==> src/rtl/uart_pkg.sv <==
// Shared UART definitions: data width, default launch timeout and the
// transmit feeder FSM encoding.
package uart_pkg;

    localparam int UART_DW             = 8;
    localparam int DEF_LAUNCH_TIMEOUT  = 4096;

    typedef enum logic [1:0] {
        IDLE      = 2'd0,
        LAUNCH    = 2'd1,
        WAIT_DONE = 2'd2
    } tx_feed_state_t;

endpackage

==> src/rtl/sync_fifo.sv <==
// Single-clock FIFO with wrap-bit pointers; head is the oldest entry and is
// valid whenever empty is low.
module sync_fifo #(
    parameter  int DEPTH = 16,
    parameter  int WIDTH = 8,
    localparam int AW    = $clog2(DEPTH)
) (
    input  logic             sysclk,
    input  logic             reset,
    input  logic             push,
    input  logic [WIDTH-1:0] push_data,
    input  logic             pop,
    output logic [WIDTH-1:0] head,
    output logic             full,
    output logic             empty,
    output logic [AW:0]      count
);

    logic [WIDTH-1:0] mem [DEPTH];
    logic [AW:0]      wr_ptr;
    logic [AW:0]      rd_ptr;
    logic             do_push;
    logic             do_pop;

    assign full    = (wr_ptr[AW] != rd_ptr[AW]) && (wr_ptr[AW-1:0] == rd_ptr[AW-1:0]);
    assign empty   = (wr_ptr == rd_ptr);
    assign count   = wr_ptr - rd_ptr;
    assign head    = mem[rd_ptr[AW-1:0]];

    // Full/empty come from registered pointers, so a push against a full
    // FIFO is refused even if a pop lands in the same cycle.
    assign do_push = push && !full;
    assign do_pop  = pop && !empty;

    always_ff @(posedge sysclk or negedge reset) begin
        if (!reset) begin
            wr_ptr <= '0;
            rd_ptr <= '0;
        end else begin
            if (do_push) wr_ptr <= wr_ptr + 1'b1;
            if (do_pop)  rd_ptr <= rd_ptr + 1'b1;
        end
    end

    always_ff @(posedge sysclk) begin
        if (do_push) mem[wr_ptr[AW-1:0]] <= push_data;
    end

endmodule

==> src/rtl/uart_tx_feeder.sv <==
// Drains a byte FIFO into the UART sender's TX_EN/TX_STATUS handshake, one
// launch at a time, with a timeout on the sender's acknowledge.
module uart_tx_feeder
    import uart_pkg::*;
#(
    parameter  int DEPTH          = 16,
    parameter  int LAUNCH_TIMEOUT = DEF_LAUNCH_TIMEOUT,
    localparam int AW             = $clog2(DEPTH)
) (
    input  logic               sysclk,
    input  logic               reset,
    input  logic               wr_en,
    input  logic [UART_DW-1:0] wr_data,
    input  logic               clr_err,
    input  logic               TX_STATUS,
    output logic [UART_DW-1:0] UART_TXD,
    output logic               TX_EN,
    output logic               fifo_full,
    output logic               fifo_empty,
    output logic [AW:0]        fifo_count,
    output logic               busy,
    output logic               overflow,
    output logic               timeout_err
);

    localparam int            TW         = $clog2(LAUNCH_TIMEOUT);
    localparam logic [TW-1:0] TIMER_LAST = TW'(LAUNCH_TIMEOUT - 1);

    tx_feed_state_t     state;
    logic [TW-1:0]      timer;
    logic [UART_DW-1:0] head;
    logic               pop;
    logic               launch_to;

    sync_fifo #(
        .DEPTH (DEPTH),
        .WIDTH (UART_DW)
    ) u_fifo (
        .sysclk    (sysclk),
        .reset     (reset),
        .push      (wr_en),
        .push_data (wr_data),
        .pop       (pop),
        .head      (head),
        .full      (fifo_full),
        .empty     (fifo_empty),
        .count     (fifo_count)
    );

    assign pop       = (state == IDLE) && !fifo_empty && TX_STATUS;
    assign launch_to = (state == LAUNCH) && TX_STATUS && (timer == TIMER_LAST);
    assign busy      = (state != IDLE) || !fifo_empty;

    always_ff @(posedge sysclk or negedge reset) begin
        if (!reset) begin
            state    <= IDLE;
            TX_EN    <= 1'b0;
            UART_TXD <= '0;
            timer    <= '0;
        end else begin
            case (state)
                IDLE: begin
                    if (pop) begin
                        UART_TXD <= head;
                        TX_EN    <= 1'b1;
                        timer    <= '0;
                        state    <= LAUNCH;
                    end
                end
                LAUNCH: begin
                    // Sender acknowledge beats a coincident timeout.
                    if (!TX_STATUS) begin
                        TX_EN <= 1'b0;
                        state <= WAIT_DONE;
                    end else if (timer == TIMER_LAST) begin
                        TX_EN <= 1'b0;
                        state <= IDLE;
                    end else begin
                        timer <= timer + 1'b1;
                    end
                end
                WAIT_DONE: begin
                    if (TX_STATUS) state <= IDLE;
                end
                default: begin
                    TX_EN <= 1'b0;
                    state <= IDLE;
                end
            endcase
        end
    end

    // Sticky error flags; a set in the same cycle as clr_err wins.
    always_ff @(posedge sysclk or negedge reset) begin
        if (!reset) begin
            overflow    <= 1'b0;
            timeout_err <= 1'b0;
        end else begin
            if (wr_en && fifo_full) overflow <= 1'b1;
            else if (clr_err)       overflow <= 1'b0;
            if (launch_to)          timeout_err <= 1'b1;
            else if (clr_err)       timeout_err <= 1'b0;
        end
    end

endmodule

==> config.mk <==
export PLATFORM = sky130hd
export DESIGN_NAME = uart_tx_feeder
export DESIGN_NICKNAME = d
export VERILOG_FILES = /design/src/rtl/uart_pkg.sv /design/src/rtl/sync_fifo.sv /design/src/rtl/uart_tx_feeder.sv
export SDC_FILE = /design/constraint.sdc
export NUM_CORES = 1
export LEC_CHECK = 0
export ABC_AREA = 1
export CAP_MARGIN = 20
export CORE_MARGIN = 10
export CORE_UTILIZATION = 55
export CTS_CLUSTER_DIAMETER = 150
export DETAILED_ROUTE_END_ITERATION = 8
export PLACE_DENSITY_LB_ADDON = 0.1
export SYNTH_ARGS = -nofsm -noshare
export SYNTH_HDL_FRONTEND = slang
export SYNTH_SLANG_ARGS = --single-unit
==> constraint.sdc <==
create_clock -name sysclk -period 2.6 [get_ports sysclk]
set_clock_uncertainty 0.05 [all_clocks]
set_input_delay 0.78 -clock sysclk [delete_from_list [all_inputs] [get_ports sysclk]]
set_output_delay 0.78 -clock sysclk [all_outputs]
set_load 0.1 [all_outputs]
==> results of run 1 <==
[worst paths after layout]
check                                        end  slack [ns]  cells after the start        startpoint
worst max register to register       UART_TXD[3]        0.39                     10  u_fifo.rd_ptr[0]
worst min register to register             TX_EN        0.44                      2             TX_EN
worst min-delay path                       TX_EN        0.44                      2             TX_EN
max in group asynchronous       u_fifo.wr_ptr[2]        1.41                      2             reset
min in group asynchronous       u_fifo.wr_ptr[0]        0.73                      2             reset
worst max-delay path               fifo_count[4]       -0.22                      7  u_fifo.wr_ptr[0]
[power by group through the flow]
stage                     logic [uW]  clock network [uW]  registers [uW]
after floorplan                 3540                   0            3970
after global routing            6510                2590            3430
after detailed placement        5760                   0            3450
after global placement          5690                   0            3440
final                           6060                2450            3390
after CTS                       6010                2470            3390
[sequential cells by signal (all words and copies together), names as in the netlist]
signal / count
overflow: 1
timer: 12
timeout_err: 1
u_fifo.mem: 128
TX_EN: 1
u_fifo.rd_ptr: 5
state: 2
u_fifo.wr_ptr: 5
UART_TXD: 8
[through the flow]
stage          hold slack [ns]  instance area, sq um
6_report                 0.441                  8970
5_1_grt                  0.485                  8970
4_1_cts                  0.447                  8950
3_5_place_dp             0.431                  8280
3_3_place_gp             0.414                  8280
2_1_floorplan            0.418                  7620
[what timing repair did]
item / in CTS / in global routing
endpoints found under the setup margin: 7 / 7
gates resized for setup: 12 / 3
hold buffers: 0 / 0
setup buffers: 7 / 2
pin swaps: 6 / 1
[layer usage]
metal  up-vias  part of all wire, %  GRT usage [%]
li1       2577                    -              -
met1      2468                   45           24.6
met2       169                   45           27.5
met3        35                  7.3           4.91
met4         0                  2.6           8.14
met5         -                    0              0
[area by class of cell]
| type | instances | area (sq um) |
|---|---|---|
| clock buffers | 17 | 425 |
| inverters | 127 | 484 |
| well taps | 176 | 220 |
| fillers | 1047 | 4320 |
| repair buffers | 72 | 678 |
| flip-flops and latches | 163 | 4720 |
| multi-input cells | 452 | 2290 |
| clock inverters | 15 | 150 |
[critical path, delay by kind of cell, from the launching register on]
family / cells / cell delay (ns)
AO/OA/AOI/OAI: 1 / 0.14
XOR/XNOR: 1 / 0.16
adder cells (fa/ha/maj): 2 / 0.51
buffers and inverters: 3 / 0.38
flip-flops: 1 / 0.37
[cell usage in the layout, fill, tap and decap left out, types with 3 or more instances in the layout]
master,netlist,final
clkbuf_16,0,17
inv_2,6,9
inv_6,0,4
edfxtp_1,128,128
nand3_1,99,99
nor2_4,3,4
ha_4,0,4
nor2_2,5,4
o21ai_1,3,4
ha_1,10,6
o21ai_0,8,6
a21oi_1,4,4
dfrtp_2,0,3
xor2_1,12,10
clkdlybuf4s50_1,0,12
nor2_1,68,68
inv_1,119,114
inv_8,0,8
buf_12,1,8
dfrtp_1,35,32
o21ai_2,5,6
nand2_1,208,207
buf_4,5,50
nand2_4,4,6
nand2_2,10,9
[cell families (layout without fill, tap and decap cells)]
| logic type | count (synthesis) | after routing |
|---|---|---|
| AOI/OAI and AO/OA | 24 | 24 |
| DFF | 163 | 163 |
| xor gates and xnor gates | 14 | 14 |
| and+or+nand+nor | 403 | 403 |
| adders and majority gates | 11 | 11 |
| buffers and inverters | 152 | 231 |
==> results.sh, run 1 <==
export IMPL_numClockSinks=163
export IMPL_die_x_um=137
export IMPL_wl_per_cell_um=16.1
export IMPL_dp_hpwl_um=10800
export IMPL_synthAdderAreaFrac_pct=1.93
export IMPL_arrival_ns=1.99
export IMPL_hold_viol=0
export IMPL_p_seq_share_pct=28.5
export IMPL_maxSlewViolCount=0
export IMPL_max_cap_violations=0
export IMPL_fmax_mhz=355
export IMPL_layout_drive_gt1_share_pct=17.3
export IMPL_postRouteAntennaNets=0
export IMPL_synth_most_common_cell="nand2_1"
export IMPL_rows=42
export IMPL_antenna_found_initial=0
export IMPL_start_util_pct=56.5
export IMPL_syn_inst=767
export IMPL_synth_ff_type="edfxtp_1"
export IMPL_final_core_util_pct=67.5
export IMPL_core_area_sq_um=13300
export IMPL_swShare_pct=45.8
export IMPL_power_leakage_uw=0.00391
export IMPL_p_sw_uw=5450
export IMPL_synth_top_cell_area_share_pct=51.2
export IMPL_clk_pin_slew_worst_paths_ns=0.07
export IMPL_ios=32
export IMPL_rsz0062_at_grt="yes"
export IMPL_viasPerCell=5.14
export IMPL_fin_cells=1022
export IMPL_root_buffer="clkbuf_16"
export IMPL_synth_simple_area_share_pct=23.4
export IMPL_slew_headroom_pct=48.4
export IMPL_grtUsageTotal_pct=18.4
export IMPL_total_power_uw=11900
export IMPL_cts_max_path_buffers=2
export IMPL_htreeDepth=4
export IMPL_yosysSeqAreaShare_pct=62.8
export IMPL_synth_warnings=0
export IMPL_dp_cells=981
export IMPL_setup_tns_ns=-0.681
export IMPL_syn_area_sq_um=7510
export IMPL_synth_edf_count=128
export IMPL_vdd_drop_max_v=0.000859
export IMPL_critPathLaunchType="register"
export IMPL_cts_tree="built"
export IMPL_worst_setup_path_type="register to output port"
export IMPL_synth_nets=791
export IMPL_drc=0
export IMPL_min_period_ns=2.82
export IMPL_violations="setup timing"
export IMPL_slowest_delay_ns=0.37
export IMPL_powerDensity_nw_per_um2=1330
export IMPL_muxShareOfSynthArea_pct=0
export IMPL_vias=5249
export IMPL_fin_crit_sh_pct=108
export IMPL_p_clk_share_pct=20.6
export IMPL_avgSynthCellArea_sq_um=9.80
export IMPL_grt_max_degree=68
export IMPL_ys_seq_elements=163
export IMPL_internal_power_uw=6450
export IMPL_synth_top_family_by_area="simple AND/OR/NAND/NOR gates"
export IMPL_cp_slowest_cell="dfrtp_1"
export IMPL_clk_latency_ns=0.43
export IMPL_critPathCaptureType="output port"
export IMPL_syn_to_final_growth_pct=19.4
export IMPL_share_comb_of_total_power_pct=50.9
export IMPL_diodes=0
export IMPL_placement_io_buffers=31
export IMPL_worstPathMaxFanout=2
export IMPL_status="finished with violations"
export IMPL_first_pass_iters=5
export IMPL_dp_slack_ns=0.0670
export IMPL_path_cells="inv_2 -> ha_4 -> fa_2 -> o21ai_2 -> buf_6 -> xor2_4 -> buf_12"
export IMPL_die_h_um=137
export IMPL_synth_xor_area_share_pct=1.63
export IMPL_synth_compound_area_share_pct=1.95
export IMPL_routed_wl_um=16400
export IMPL_grt_ovfl_total=0
export IMPL_worst_slack_ns=-0.220
export IMPL_nNetsFinal=857
export IMPL_cts_made_buffers=17
export IMPL_synth_top_cell_by_area="edfxtp_1"
export IMPL_netlist_top_cells_area="edfxtp_1 (51%), dfrtp_1 (12%), nand2_1 (10%)"
export IMPL_async_flop_share_pct=21.5
export IMPL_finalSetupViolCount=6
export IMPL_worst_pin_slew_ns=0.771
export IMPL_synth_cell_types=31
export IMPL_synthTopCellsByCount="nand2_1 (208), edfxtp_1 (128), inv_1 (119)"
export IMPL_grt_pass1_wl_um=26100
export IMPL_grt_pass1_vias=5026
export IMPL_drt_iter0_drc=422
export IMPL_hold_path_class="register to register"
export IMPL_gp_congestion=0.915
export IMPL_required_ns=1.77
export IMPL_die_area_sq_um=18700
No activity file was read; power rests on OpenSTA's default activity.
==> run 2: changes to the inputs <==
==> constraint.sdc (replaced) <==
create_clock -name sysclk -period 2.5 [get_ports sysclk]
set_clock_uncertainty 0.05 [all_clocks]
set_input_delay 0.75 -clock sysclk [delete_from_list [all_inputs] [get_ports sysclk]]
set_output_delay 0.75 -clock sysclk [all_outputs]
set_load 0.1 [all_outputs]
==> results.sh, run 2 (synthesized netlist as in run 1, its figures left out) <==
export IMPL_status="finished with violations"
export IMPL_violations="setup timing"
export IMPL_slew_headroom_pct=49.6
export IMPL_drc=0
export IMPL_postRouteAntennaNets=0
export IMPL_ios=32
export IMPL_maxSlewViolCount=0
export IMPL_critPathLaunchType="register"
export IMPL_finalSetupViolCount=7
export IMPL_grt_pass1_vias=5088
export IMPL_numClockSinks=163
export IMPL_hold_path_class="register to register"
export IMPL_die_x_um=137
export IMPL_rr_endpoint="u_fifo.mem[10][7]"
export IMPL_grt_max_degree=68
export IMPL_routed_wl_um=16700
export IMPL_worst_setup_path_type="register to output port"
export IMPL_core_area_sq_um=13300
export IMPL_nNetsFinal=862
export IMPL_worst_pin_slew_ns=0.754
export IMPL_syn_to_final_growth_pct=19.6
export IMPL_grtUsageTotal_pct=18.7
export IMPL_start_util_pct=56.5
export IMPL_cts_tree="built"
export IMPL_ctsHoldBuffers=0
export IMPL_path_cells="inv_2 -> ha_4 -> fa_2 -> o21ai_2 -> buf_6 -> xor2_4 -> buf_12"
export IMPL_htreeDepth=4
export IMPL_final_cell_mix="nand2_1 (207), edfxtp_1 (128), inv_1 (114)"
export IMPL_critPathCaptureType="output port"
export IMPL_fin_crit_sh_pct=112
export IMPL_slowest_delay_ns=0.37
export IMPL_rsz0062_at_grt="yes"
export IMPL_reg2reg_depth=12
export IMPL_drt_iter0_drc=500
export IMPL_r2r_slack_ns=0.20
export IMPL_vdd_drop_max_v=0.00115
export IMPL_worst_slack_ns=-0.308
export IMPL_die_h_um=137
export IMPL_power_leakage_uw=0.00390
export IMPL_worstHoldEndpoint="TX_EN"
export IMPL_fillers=1011
export IMPL_worstHoldPathCells=2
export IMPL_required_ns=1.70
export IMPL_r2r_start="u_fifo.wr_ptr[1]"
export IMPL_clk_pin_slew_worst_paths_ns=0.06
export IMPL_cts_made_buffers=17
export IMPL_grt_ovfl_total=0
export IMPL_wl_per_cell_um=16.3
export IMPL_powerDensity_nw_per_um2=1370
export IMPL_antenna_found_initial=0
export IMPL_gp_congestion=0.850
export IMPL_min_from="TX_EN"
export IMPL_arrival_ns=2.01
export IMPL_largest_register_ffs=128
export IMPL_diodes=0
export IMPL_cts_max_path_buffers=2
export IMPL_layout_drive_gt1_share_pct=17.1
export IMPL_rows=42
export IMPL_clk_latency_ns=0.43
export IMPL_cp_slowest_cell="dfrtp_1"
export IMPL_dp_slack_ns=-0.0510
export IMPL_fmax_mhz=356
export IMPL_worstSetupStartpoint="u_fifo.wr_ptr[0]"
export IMPL_dp_hpwl_um=10900
export IMPL_first_pass_iters=5
export IMPL_die_area_sq_um=18700
export IMPL_min_period_ns=2.81
export IMPL_root_buffer="clkbuf_16"
export IMPL_viasPerCell=5.11
export IMPL_hold_viol=0
export IMPL_placement_io_buffers=31
export IMPL_grt_pass1_wl_um=26800
export IMPL_vias=5243
export IMPL_final_common_cell="nand2_1"
export IMPL_max_cap_violations=0
export IMPL_worstPathMaxFanout=2
export IMPL_setup_tns_ns=-1.34
==> run 2: changes by cell type in the layout (fill, tap and decap cells not counted), moves of 2 or more <==
| cell | delta |
|---|---|
| clkinv_2 | +3 |
| clkbuf_1 | +3 |
| clkinv_1 | +2 |
| buf_6 | +3 |
| inv_8 | -8 |
| inv_6 | -4 |
| clkinvlp_4 | +4 |
| clkinv_4 | -2 |
==> run 2: cell type report <==
cell class	count	area [sq um]	area share [%]
Inverter	127	487	5.42
Clock inverter	11	90.1	1.00
Timing Repair Buffer	77	739	8.23
Sequential cell	163	4720	52.6
Multi-Input combinational cell	452	2290	25.5
Clock buffer	20	437	4.86
Tap cell	176	220	2.45
==> run 2: metrics by stage <==
step | instance area [sq um] | hold WS [ns] | power (uW) | utilization, % | cells
after floorplan | 7620 | 0.404 | 7800 | - | 767
after global routing | 8990 | 0.460 | 13000 | 67.6 | 1026
after detailed placement | 8300 | 0.429 | 9650 | 62.4 | 982
final | 8990 | 0.444 | 12300 | 67.6 | 1026
after CTS | 8940 | 0.443 | 12300 | 67.3 | 1021
after global placement | 8300 | 0.418 | 9550 | 62.4 | 982
==> run 2: worst max path at each step <==
stage,to,slack [ns],cells past startpoint
after floorplan,busy,-0.78,9
after global placement,fifo_count[4],0.02,6
after detailed placement,fifo_count[4],-0.05,6
after CTS,fifo_count[4],-0.34,6
after global routing,fifo_count[3],-0.39,6
final,fifo_count[4],-0.31,7
==> run 2: power by group <==
part           switching, uW  internal, uW
clock network           1010          1350
registers                193          3340
logic                   4320          2120
total                   5520          6810
==> run 2: worst max-delay path, delay by kind of cell, from the launching register on <==
kind / cells / cell delay [ns]
flops: 1 / 0.37
compound gates: 1 / 0.14
buf+inv: 3 / 0.39
fa+ha+maj: 2 / 0.52
xor+xnor: 1 / 0.16
==> run 2: repair_timing <==
item	in CTS	in global routing
setup buffers	8	5
pin swaps	9	3
endpoints found under the setup margin	7	7
endpoints found under the hold margin	0	0
resized for setup	15	3
==> run 2: per-layer routing <==
| metal | up-vias | part of all wire [%] | GRT usage (%) |
|---|---|---|---|
| met1 | 2456 | 46 | 25.2 |
| li1 | 2590 | - | - |
| met3 | 27 | 5.6 | 3.59 |
| met2 | 170 | 46 | 29.0 |
| met4 | 0 | 2.0 | 8.31 |
| met5 | - | 0 | 0 |
==> run 3: changes to the inputs <==
--- a/config.mk
+++ b/config.mk
@@ -12,6 +12,7 @@
 export CTS_CLUSTER_DIAMETER = 150
 export DETAILED_ROUTE_END_ITERATION = 8
 export PLACE_DENSITY_LB_ADDON = 0.1
+export SLEW_MARGIN = 20
 export SYNTH_ARGS = -nofsm -noshare
 export SYNTH_HDL_FRONTEND = slang
 export SYNTH_SLANG_ARGS = --single-unit
==> results of run 3 <==
Final layout, timing and power as in run 2 (identical DEF).
